### config.mk
export PLATFORM = sky130hd
export DESIGN_NAME = reg_file_scoreboard
export DESIGN_NICKNAME = d
export VERILOG_FILES = /design/src/rtl/cpu_reg_pkg.sv /design/src/rtl/pend_counter.sv /design/src/rtl/reg_file_scoreboard.sv
export SDC_FILE = /design/constraint.sdc
export NUM_CORES = 1
export LEC_CHECK = 0
export ABC_AREA = 1
export BUFFER_PORTS_ARGS = -buffer_cell sky130_fd_sc_hd__buf_4
export CORE_MARGIN = 4
export CORE_UTILIZATION = 61
export DETAILED_ROUTE_END_ITERATION = 10
export MAX_ROUTING_LAYER = met4
export PLACE_DENSITY = 0.87
export SETUP_SLACK_MARGIN = 0.2
export SLEW_MARGIN = 20
export SYNTH_ARGS = -nofsm -noshare
export SYNTH_HDL_FRONTEND = slang
export SYNTH_SLANG_ARGS = --single-unit
### constraint.sdc
create_clock -name CLK -period 20.5 [get_ports CLK]
set_input_delay 4.1 -clock CLK [delete_from_list [all_inputs] [get_ports CLK]]
set_output_delay 4.1 -clock CLK [all_outputs]
set_load 0.05 [all_outputs]
### src/rtl/cpu_reg_pkg.sv
// Shared definitions for the general/special register file: default sizes,
// special-register offsets and the special-register address mapping.
package cpu_reg_pkg;

   localparam int GPR_NUM_DEF  = 8;
   localparam int SPR_NUM_DEF  = 4;
   localparam int PEND_MAX_DEF = 3;

   // Special registers are offsets from the first address past the GPRs.
   localparam int SPR_SP    = 0;
   localparam int SPR_IH    = 1;
   localparam int SPR_T     = 2;
   localparam int SPR_SPARE = 3;

   function automatic int spr_addr(input int idx);
      return GPR_NUM_DEF + idx;
   endfunction

endpackage

### src/rtl/pend_counter.sv
// Saturating up/down pending-write counter for one register; 1-cycle update.
// Simultaneous inc and dec cancel; inc at MAX and dec at 0 both hold.
module pend_counter #(
   parameter int MAX = 3,
   parameter int CW  = $clog2(MAX + 1)
) (
   input  logic          CLK,
   input  logic          RST,
   input  logic          inc_i,
   input  logic          dec_i,
   output logic [CW-1:0] cnt_o,
   output logic          full_o
);

   localparam logic [CW-1:0] MAX_C = CW'(MAX);
   localparam logic [CW-1:0] ONE_C = CW'(1);

   logic [CW-1:0] cnt_q;
   logic [CW-1:0] cnt_d;

   always_comb begin
      cnt_d = cnt_q;
      if (inc_i && !dec_i && cnt_q != MAX_C) begin
         cnt_d = cnt_q + ONE_C;
      end else if (dec_i && !inc_i && cnt_q != '0) begin
         cnt_d = cnt_q - ONE_C;
      end
   end

   always_ff @(posedge CLK or posedge RST) begin
      if (RST) begin
         cnt_q <= '0;
      end else begin
         cnt_q <= cnt_d;
      end
   end

   assign cnt_o  = cnt_q;
   assign full_o = (cnt_q == MAX_C);

endmodule

### src/rtl/reg_file_scoreboard.sv
// Unified GPR/SPR register file with two bypassed combinational read ports and
// a per-register pending-write scoreboard for RAW hazard detection at decode.
module reg_file_scoreboard
   import cpu_reg_pkg::*;
#(
   parameter  int DATA_W   = 16,
   parameter  int GPR_NUM  = GPR_NUM_DEF,
   parameter  int SPR_NUM  = SPR_NUM_DEF,
   parameter  int PEND_MAX = PEND_MAX_DEF,
   localparam int REG_NUM  = GPR_NUM + SPR_NUM,
   localparam int AW       = $clog2(REG_NUM),
   localparam int CW       = $clog2(PEND_MAX + 1)
) (
   input  logic                      CLK,
   input  logic                      RST,
   input  logic [AW-1:0]             rdAddr1,
   input  logic [AW-1:0]             rdAddr2,
   output logic [DATA_W-1:0]         rdData1,
   output logic [DATA_W-1:0]         rdData2,
   output logic                      rdBusy1,
   output logic                      rdBusy2,
   input  logic                      claimEn,
   input  logic [AW-1:0]             claimAddr,
   output logic                      claimErr,
   input  logic                      wrEn,
   input  logic [AW-1:0]             wrAddr,
   input  logic [DATA_W-1:0]         wrData,
   input  logic                      wrRelease,
   output logic [REG_NUM*DATA_W-1:0] dumpData
);

   localparam logic [AW:0]   REG_NUM_W = (AW + 1)'(REG_NUM);
   localparam logic [CW-1:0] ONE_C     = CW'(1);

   logic [DATA_W-1:0]  regs_q [REG_NUM];
   logic [CW-1:0]      cnt    [REG_NUM];
   logic [REG_NUM-1:0] wr_sel;
   logic [REG_NUM-1:0] rel_sel;
   logic [REG_NUM-1:0] claim_sel;
   logic [REG_NUM-1:0] full;
   logic [REG_NUM-1:0] busy_vec;
   logic               wr_ok;
   logic               claim_err_q;
   logic               claim_err_d;

   // Decode: out-of-range writes select nothing, so their release is dropped too.
   always_comb begin
      wr_ok       = wrEn && ({1'b0, wrAddr} < REG_NUM_W);
      wr_sel      = '0;
      rel_sel     = '0;
      claim_sel   = '0;
      busy_vec    = '0;
      for (int r = 0; r < REG_NUM; r++) begin
         wr_sel[r]    = wr_ok && (wrAddr == AW'(r));
         rel_sel[r]   = wr_sel[r] && wrRelease;
         claim_sel[r] = claimEn && (claimAddr == AW'(r));
         busy_vec[r]  = rel_sel[r] ? (cnt[r] > ONE_C) : (cnt[r] != '0);
      end
      claim_err_d = |(claim_sel & full & ~rel_sel);
   end

   always_ff @(posedge CLK or posedge RST) begin
      if (RST) begin
         for (int r = 0; r < REG_NUM; r++) begin
            regs_q[r] <= '0;
         end
      end else begin
         for (int r = 0; r < REG_NUM; r++) begin
            if (wr_sel[r]) begin
               regs_q[r] <= wrData;
            end
         end
      end
   end

   always_ff @(posedge CLK or posedge RST) begin
      if (RST) begin
         claim_err_q <= 1'b0;
      end else begin
         claim_err_q <= claim_err_d;
      end
   end

   assign claimErr = claim_err_q;

   for (genvar g = 0; g < REG_NUM; g++) begin : g_cnt
      pend_counter #(
         .MAX (PEND_MAX),
         .CW  (CW)
      ) u_pend_counter (
         .CLK    (CLK),
         .RST    (RST),
         .inc_i  (claim_sel[g]),
         .dec_i  (rel_sel[g]),
         .cnt_o  (cnt[g]),
         .full_o (full[g])
      );
   end

   // Unmatched (out-of-range) read addresses fall through to data 0, busy 0.
   always_comb begin
      rdData1 = '0;
      rdData2 = '0;
      rdBusy1 = 1'b0;
      rdBusy2 = 1'b0;
      for (int r = 0; r < REG_NUM; r++) begin
         if (rdAddr1 == AW'(r)) begin
            rdData1 = wr_sel[r] ? wrData : regs_q[r];
            rdBusy1 = busy_vec[r];
         end
         if (rdAddr2 == AW'(r)) begin
            rdData2 = wr_sel[r] ? wrData : regs_q[r];
            rdBusy2 = busy_vec[r];
         end
      end
   end

   for (genvar g = 0; g < REG_NUM; g++) begin : g_dump
      assign dumpData[(REG_NUM-1-g)*DATA_W +: DATA_W] = regs_q[g];
   end

endmodule
==> reports/results.txt <==
status: complete, no violations
Area after DPL: 0.01533 mm²
DR vias: 13920
async set-reset flop share out of synthesis: 1.000
CP max-delay cell: nand3_1
Yosys reg bits: 217
syn_area_per_cell: 7.117 µm²
global-route congestion overflow total: 0
reg2reg setup slack: 19.01 ns
postcts setup bufs: 0
share of layout cells above drive strength 1: 0.1904
largest cells by area after synthesis: dfrtp_1 41%, nand2_1 19%, inv_1 6.2%, o21ai_0 4.4%, nor2_1 3.9%
Hold Crit Depth: 1
cts bufs inserted: 24
complex-gate fraction of the synthesized area: 0.1319
hold_buf cts: 0
CTS Root Cell: clkbuf_16
die width: 155 µm
DRC viols: 0
Final Max Tran Viols: 0
core area: 0.02115 mm²
synthesized-area fraction occupied by adder cells: 0.03417
remaining antenna violation count: 0
Fin. Hold Viols: 0
Setup crit start kind: primary input
Clock Sinks: 217
area grow syn2layout: 22.16%
number of H-tree levels: 1
Syn Nets: 1925
initial DRC count: 1502
vias per cell: 5.858
RD Place Congestion: 1.036
Worst path depth: 12
Simple-Gate Fraction of Synth Area: 0.3142
Rows: 53
CP Max Fanout: 20
RR Startpoint: g_cnt[0].u_pend_counter.cnt_o[0]
clk_lat worst skew: 0.52 ns
Routed WL: 44820 µm
top_reg_cell synth: dfrtp_1
largest net degree at the start of global routing: 151
commonest cells in the synthesized netlist: 661 x nand2_1, 218 x inv_1, 217 x dfrtp_1, 136 x nor2_1, 117 x o21ai_0
CP Class: in -> out
design area: 0.01610 mm²
top cell type's share of synthesized area: 0.4120
delay-heaviest family, CP: buffers and inverters
Setup crit end kind: output pin
slowest cell delay on critical path: 0.70 ns
worst hold start: g_cnt[10].u_pend_counter.cnt_o[0]
detailed placement HPWL: 32920 µm
fin crit share: 0.5310
combinational family with the most area after synthesis: simple AND/OR/NAND/NOR gates
Total GRT Usage: 0.3757
Unique masters post-synth: 37
Slew headroom: 0.3007
Boundary Pins: 264
EDFF count, synth: 0
Final TNS setup: 0 ns
register area share after synthesis: 0.4120
Mapped Cells: 1852
clk slew on worst S/H paths: 0.06 ns
data arrival time of the worst path: 6.79 ns
area leader, netlist: dfrtp_1
Max-Cap Viols: 0
global-route wire length before repair: 69960 µm
CP bufs+invs: 5
Synth Area in XOR/XNOR: 0.01595
Min-Delay Path Class: reg -> reg
Antenna Cells: 0
setup violators final: 0
DR pass1 iterations: 8
Fmax achieved: 0.09186 GHz
Setup Skew: 0.003774 ns
most common cell in the netlist: nand2_1
crit-path cells: buf_4 > inv_2 > nor2_4 > nand3_1 > inv_1 > o21ai_0 > o21ai_0 > inv_1 > nand3_1 > nand2_1 > nand2_1 > buf_4
IO Port Bufs: 263
mean routed wirelength per cell: 18.86 µm
R2R depth: 5
Req. time, crit path: 16.40 ns
PD cells: 119.2 mW/mm²
Netlist Area Pre-Place: 0.01318 mm²
die area: 0.02403 mm²
TritonCTS clock tree: built
Slew @ Worst Pin: 1.048 ns
die height: 155 µm
fin nets: 2159
Critical Path Start: wrAddr[0]
vias in the first global route: 13390
Final min period: 10.89 ns
CTS max path bufs: 3
LEAKAGE: 0.008252 µW
RSZ-0062 raised after global routing: false
Worst VDD drop: 76.31 µV
post-synthesis mux area share: 0
cts repair resizes: 0
Starting Density: 0.6231
Syn. warnings: 0
initial antenna violation count: 0
==> cell families after synthesis <==
kind of cell,after synthesis
adder cells (fa/ha/maj),36
flip-flops,217
XOR/XNOR,24
AND/OR/NAND/NOR,991
buffers and inverters,307
AO/OA/AOI/OAI,277
==> through the flow <==
step           instances    util  hold WS (ns)  worst slack, ns  power [µW]
3_5_place_dp        2335  0.7246        0.5060            9.792        1487
5_1_grt             2376  0.7612        0.5454            9.451        2004
3_3_place_gp        2335  0.7245        0.4920            9.868        1463
4_1_cts             2376  0.7610        0.5191            9.736        1914
6_report            2376  0.7612        0.5226            9.614        1919
2_1_floorplan       1852       -        0.4936            10.46        1213
==> per-layer routing <==
metal,track usage,share of wire,up-vias
li1,-,-,6337
met3,0.04534,0.092,196
met2,0.6217,0.49,836
met4,0.1909,0.063,0
met5,-,0,-
met1,0.4562,0.36,6549
==> cell usage in the layout, fill, tap and decap left out, drive strengths merged, types with 12 or more instances in the layout <==
cell type | Yosys | routed
clkbuf | 45 | 34
nor2 | 147 | 147
xnor2 | 12 | 12
and2 | 23 | 23
nand2 | 662 | 662
ha | 36 | 36
o211ai | 32 | 32
nand4 | 43 | 43
o21a | 29 | 29
dfrtp | 217 | 217
buf | 30 | 283
xor2 | 12 | 12
a21oi | 18 | 18
inv | 229 | 228
nand3 | 94 | 94
o21ai | 184 | 184
==> sequential cells by signal, indices dropped and copies added, names as in the netlist <==
| signal | flops |
|---|---|
| claimErr | 1 |
| dumpData | 192 |
| g_cnt.u_pend_counter.cnt_o | 24 |
==> layout make-up <==
cell class	instances	area, µm²
Inverter	232	883.3
Sequential cell	217	5430
Tap cell	275	344.1
Clock inverter	7	71.32
Multi-Input combinational cell	1328	6551
Timing Repair Buffer	283	2125
Fill cell	1599	5051
Clock buffer	34	698.2
==> power breakdown <==
part / switching [µW] / internal, µW
registers: 91.0 / 534
clock network: 180 / 249
logic: 611 / 255
total: 882 / 1040
==> final timing paths <==
check                                                     to
setup / recovery                                  rdData1[8]
hold / removal             g_cnt[10].u_pend_counter.cnt_o[0]
setup reg to reg            g_cnt[0].u_pend_counter.cnt_o[1]
hold reg to reg            g_cnt[10].u_pend_counter.cnt_o[0]
max in group asynchronous                       dumpData[19]
min in group asynchronous                      dumpData[180]
No activity file was read; power rests on OpenSTA's default activity.
